==> config.mk <==
export PLATFORM = sky130hd
export DESIGN_NAME = mod_counter_param
export DESIGN_NICKNAME = d
export VERILOG_FILES = /design/src/rtl/mod_counter_param.sv
export SDC_FILE = /design/constraint.sdc
export NUM_CORES = 1
export LEC_CHECK = 0
export CAP_MARGIN = 30
export CORE_UTILIZATION = 35
export DETAILED_ROUTE_END_ITERATION = 10
export GPL_TIMING_DRIVEN = 1
export PLACE_DENSITY = 0.66
export SLEW_MARGIN = 15
export SYNTH_ARGS = -nofsm -noshare
export SYNTH_HDL_FRONTEND = slang
export SYNTH_SLANG_ARGS = --single-unit
==> constraint.sdc <==
create_clock -name clk -period 1.7 [get_ports clk]
set_input_delay 0.17 -clock clk [delete_from_list [all_inputs] [get_ports clk]]
set_output_delay 0.17 -clock clk [all_outputs]
set_load 0.03 [all_outputs]
==> src/rtl/mod_counter_param.sv <==
// Modulo-N up/down counter with load, clear, enable and a wrap-or-saturate policy.
// Flags: combinational terminal count, one-cycle limit pulse and a sticky overflow.
module mod_counter_param #(
  parameter int unsigned     WIDTH     = 4,
  parameter longint unsigned MODULUS   = 16,
  parameter bit              SATURATE  = 1'b0,
  parameter longint unsigned RESET_VAL = 0
) (
  input  logic             clk,
  input  logic             reset,
  input  logic             clear,
  input  logic             set,
  input  logic [WIDTH-1:0] init,
  input  logic             en,
  input  logic             up,
  input  logic             ovf_clr,
  output logic [WIDTH-1:0] out,
  output logic             tc,
  output logic             wrap,
  output logic             ovf
);

  generate
    if (WIDTH < 32'd1 || WIDTH > 32'd32) begin : g_bad_width
      $error("mod_counter_param: WIDTH must be in 1..32");
    end
    if (MODULUS < 64'd2 || MODULUS > (64'd1 << WIDTH)) begin : g_bad_modulus
      $error("mod_counter_param: MODULUS must be in 2..2**WIDTH");
    end
    if (RESET_VAL >= MODULUS) begin : g_bad_reset_val
      $error("mod_counter_param: RESET_VAL must be below MODULUS");
    end
  endgenerate

  localparam logic [WIDTH-1:0] MAX_VAL  = WIDTH'(MODULUS - 64'd1);
  localparam logic [WIDTH-1:0] RST_VAL  = WIDTH'(RESET_VAL);
  localparam logic [WIDTH-1:0] ZERO_VAL = {WIDTH{1'b0}};
  localparam logic [WIDTH-1:0] ONE_VAL  = WIDTH'(32'd1);

  logic             limit_s;
  logic             event_s;
  logic             ovf_next_s;
  logic [WIDTH-1:0] next_out_s;
  logic [WIDTH-1:0] load_val_s;

  // Lookahead: the next enabled edge will hit a count limit.
  always_comb begin
    limit_s = 1'b0;
    if (en) begin
      limit_s = up ? (out == MAX_VAL) : (out == ZERO_VAL);
    end else begin
      limit_s = 1'b0;
    end
  end

  assign tc = limit_s;

  // Next-count selection with clear > set > en priority; only counting raises a limit event.
  always_comb begin
    next_out_s = out;
    event_s    = 1'b0;
    load_val_s = (64'(init) < MODULUS) ? init : MAX_VAL;
    if (clear) begin
      next_out_s = RST_VAL;
    end else if (set) begin
      next_out_s = load_val_s;
    end else if (en) begin
      if (limit_s) begin
        event_s = 1'b1;
        if (SATURATE) begin
          next_out_s = out;
        end else begin
          next_out_s = up ? ZERO_VAL : MAX_VAL;
        end
      end else begin
        next_out_s = up ? (out + ONE_VAL) : (out - ONE_VAL);
      end
    end else begin
      next_out_s = out;
    end
  end

  // Sticky overflow: a limit event on the same edge beats ovf_clr.
  always_comb begin
    ovf_next_s = ovf;
    if (event_s) begin
      ovf_next_s = 1'b1;
    end else if (ovf_clr) begin
      ovf_next_s = 1'b0;
    end else begin
      ovf_next_s = ovf;
    end
  end

  // State register; reset drops any pending limit pulse.
  always_ff @(posedge clk or negedge reset) begin
    if (!reset) begin
      out  <= RST_VAL;
      wrap <= 1'b0;
      ovf  <= 1'b0;
    end else begin
      out  <= next_out_s;
      wrap <= event_s;
      ovf  <= ovf_next_s;
    end
  end

endmodule

==> impl_results.md <==
* Latest clock arrival within the worst-skew pair at 0.24 ns
* CTS tree: done
* Critical Path RT at between 1.5 and 2 ns
* Fin. Hold Viols at 0
* Inst Count DP at 85
* I/O Buffers at 17
* Final Cell Area at 757 um2
* Filler cells at 102
* HP Class: primary input to async pin
* Average wire per standard cell at around 12 um
* Final ANT Viol Nets at 0
* Cts hold-fix bufs at 0
* Leading cell types in the layout, fill and taps excluded: clkdlybuf4s50_1 (16), buf_4 (11), inv_1 (6), a21oi_1 (5), dfrtp_1 (4)
* GR Util All Layers at a little under a fifth
* Most common cell after layout, fill and taps aside: clkdlybuf4s50_1
* Gp weighted congestion at between 0.7 and 0.8
* Syn Std Cell Area at approximately 470 um2
* Net count, final at 95
* Rows at 12
* Post-Synth Simple-Gate Area at 21.2%
* Tmin final at ~1.7 ns
* Synth top area share at about a third
* Post-synthesis cell type count at 28
* H-tree levels at 1
* Combinational family with the most area after synthesis: compound AO/OA/AOI/OAI gates
* Initial Util at between 30% and 40%
* CP arrival at ~1.5 ns
* Syn Area/Cell at just over 9 um2
* Status: completed
* Core ar. at around 1200 um2
* Worst vdd ir at 0.000486 V
* Clock Skew at 0.00611 ns
* Vias at between 400 and 500
* Clk buf depth at 2
* Xor and xnor area share after synthesis at approximately 5.6%
* Leakage at between 0.3 and 0.4 nW
* Via-to-Cell Ratio at approximately 4.9
* Vias in the first global route at 449
* Congestion Overflow GR at 0
* Sink Count at 6
* Initial DRC count at 9
* Rel. slew slack at between 70% and 80%
* Number of synthesized flops with an enable pin at 0
* Die Y at 38.5 um
* Async set-reset flop share out of synthesis at between 90% and 100%
* Synth Area in Compound Gates at between 20% and 30%
* Max-slew violations at 0
* DP HPWL at approximately 770 um
* Largest net degree at the start of global routing at 10
* Critical path class: register to output pin
* Register area share after synthesis at 32.2%
* Period Utilization, post-route at 99.5%
* Syn. warnings at 0
* Worst-margin pin slew at just over 0.3 ns
* Synth Flop Type: dfrtp_1
* Antenna violations before repair at 0
* Max frequency at around 0.6 GHz
* CTS Buf Count at 3
* Syn-to-layout area delta at 62.2%
* WHS at around 0.17 ns
* Total chip power at ~500 uW
* Mapped Cells at 50
* Share of layout cells above drive strength 1 at between 30 and 40%
* Max Cap Viol at 0
* Crit end category: output pin
* PwrDens at approximately 660 nW/um2
* # setup viols final at 0
* RSZ-0062 raised after global routing: yes
* DP Area at 674 um2
* Area leader, netlist: dfrtp_1
* Remaining DRCs at 0
* CP Launch Type: register
* Die ar. at about 1500 um2
* Adder-Cell Fraction of Synth Area at under 10%
* Non-Filler Instances at 93
* Chip Width at roughly 39 um
* #FFs+latches synth at 6
* CTS clk-pin slew, worst paths at about 0.050 ns
* Crit path max fanout at 3
* Mux cell area share after synthesis at 0%
* Syn nets at 64
* First-pass DRT Iterations at 4
* Ant. Diodes at 0
* Fin Setup TNS at 0 ns
* IO Pins at 18
* DRT Wirelength at between 1000 and 1500 um
* First-pass GRT wire length at ~1800 um
* Root Driver: clkbuf_4
* Largest cells by area after synthesis: dfrtp_1 (32%), a21oi_1 (6.4%), ha_1 (5.4%)
-- through the flow --
stage          utilization [%]  worst slack [ns]
2_1_floorplan                -           -0.0594
3_3_place_gp              57.6            -0.215
3_5_place_dp              57.6            -0.207
4_1_cts                   62.4            0.0126
5_1_grt                   64.6           -0.0439
6_report                  64.6           0.00788
-- cell type report --
| cell class | count | area (um2) | area share, % |
|---|---|---|---|
| timing repair buffer | 28 | 254 | 33.6 |
| tap | 14 | 17.5 | 2.31 |
| multi-input combinational | 36 | 288 | 38.0 |
| sequential | 6 | 153 | 20.2 |
| inverter | 6 | 22.5 | 2.98 |
| clock buffer | 3 | 22.5 | 2.98 |
-- metal layers --
| metal | up-vias | wire (um) | track usage (%) |
|---|---|---|---|
| met5 | - | 0 | 0 |
| met4 | 0 | 0 | 2.59 |
| met3 | 0 | 38 | 5.23 |
| met2 | 12 | 555 | 30.8 |
| met1 | 207 | 481 | 22.6 |
| li1 | 234 | - | - |
-- cells in the mapped netlist, types with 2 or more instances --
cell	n
nand2_1	3
nor2_1	3
inv_1	6
ha_1	2
a21oi_1	6
nand3_1	2
xnor2_1	2
dfrtp_1	6
-- path summary, 6_finish.rpt --
path / end / from / depth (start not counted) / slack, ns
min reg2reg: ovf / ovf / 1 / 0.47
min in group clk: ovf / ovf / 1 / 0.47
max in group asynchronous: out[0] / reset / 1 / 1.30
max reg2reg: out[3] / out[1] / 6 / 0.008
max: tc / out[1] / 3 / 0.008
min: wrap / reset / 1 / 0.17
-- timing repair --
action / 4_1_cts / 5_1_grt
pin swaps: 1 / 1
setup buffers: 4 / 1
endpoints found under the setup margin: 1 / 3
gates resized for setup: 1 / 3
-- registers in the layout (all words and copies together) (netlist names) --
register / count
ovf: 1
out: 4
wrap: 1
-- cell families (layout without fill, tap and decap cells) --
logic type,count (synthesis),count (layout)
buf+inv,8,37
fa+ha+maj,3,3
simple gates,16,16
compound gates,14,14
flops,6,6
xor+xnor,3,3
-- power breakdown --
part           leakage (nW)  internal, mW  switching (mW)  total [mW]
Combinational         0.245         0.114          0.0993       0.214
Clock                0.0138        0.0796          0.0469       0.126
Sequential           0.0769         0.153         0.00738       0.161
Total                 0.336         0.347           0.154       0.501
-- critical path: stages (launching register included) --
cell and delay (ns):
dfrtp_2 0.39, or4_4 0.57, o22ai_4 0.16, buf_6 0.16
Note: power is estimated with default switching activity, not from simulation.
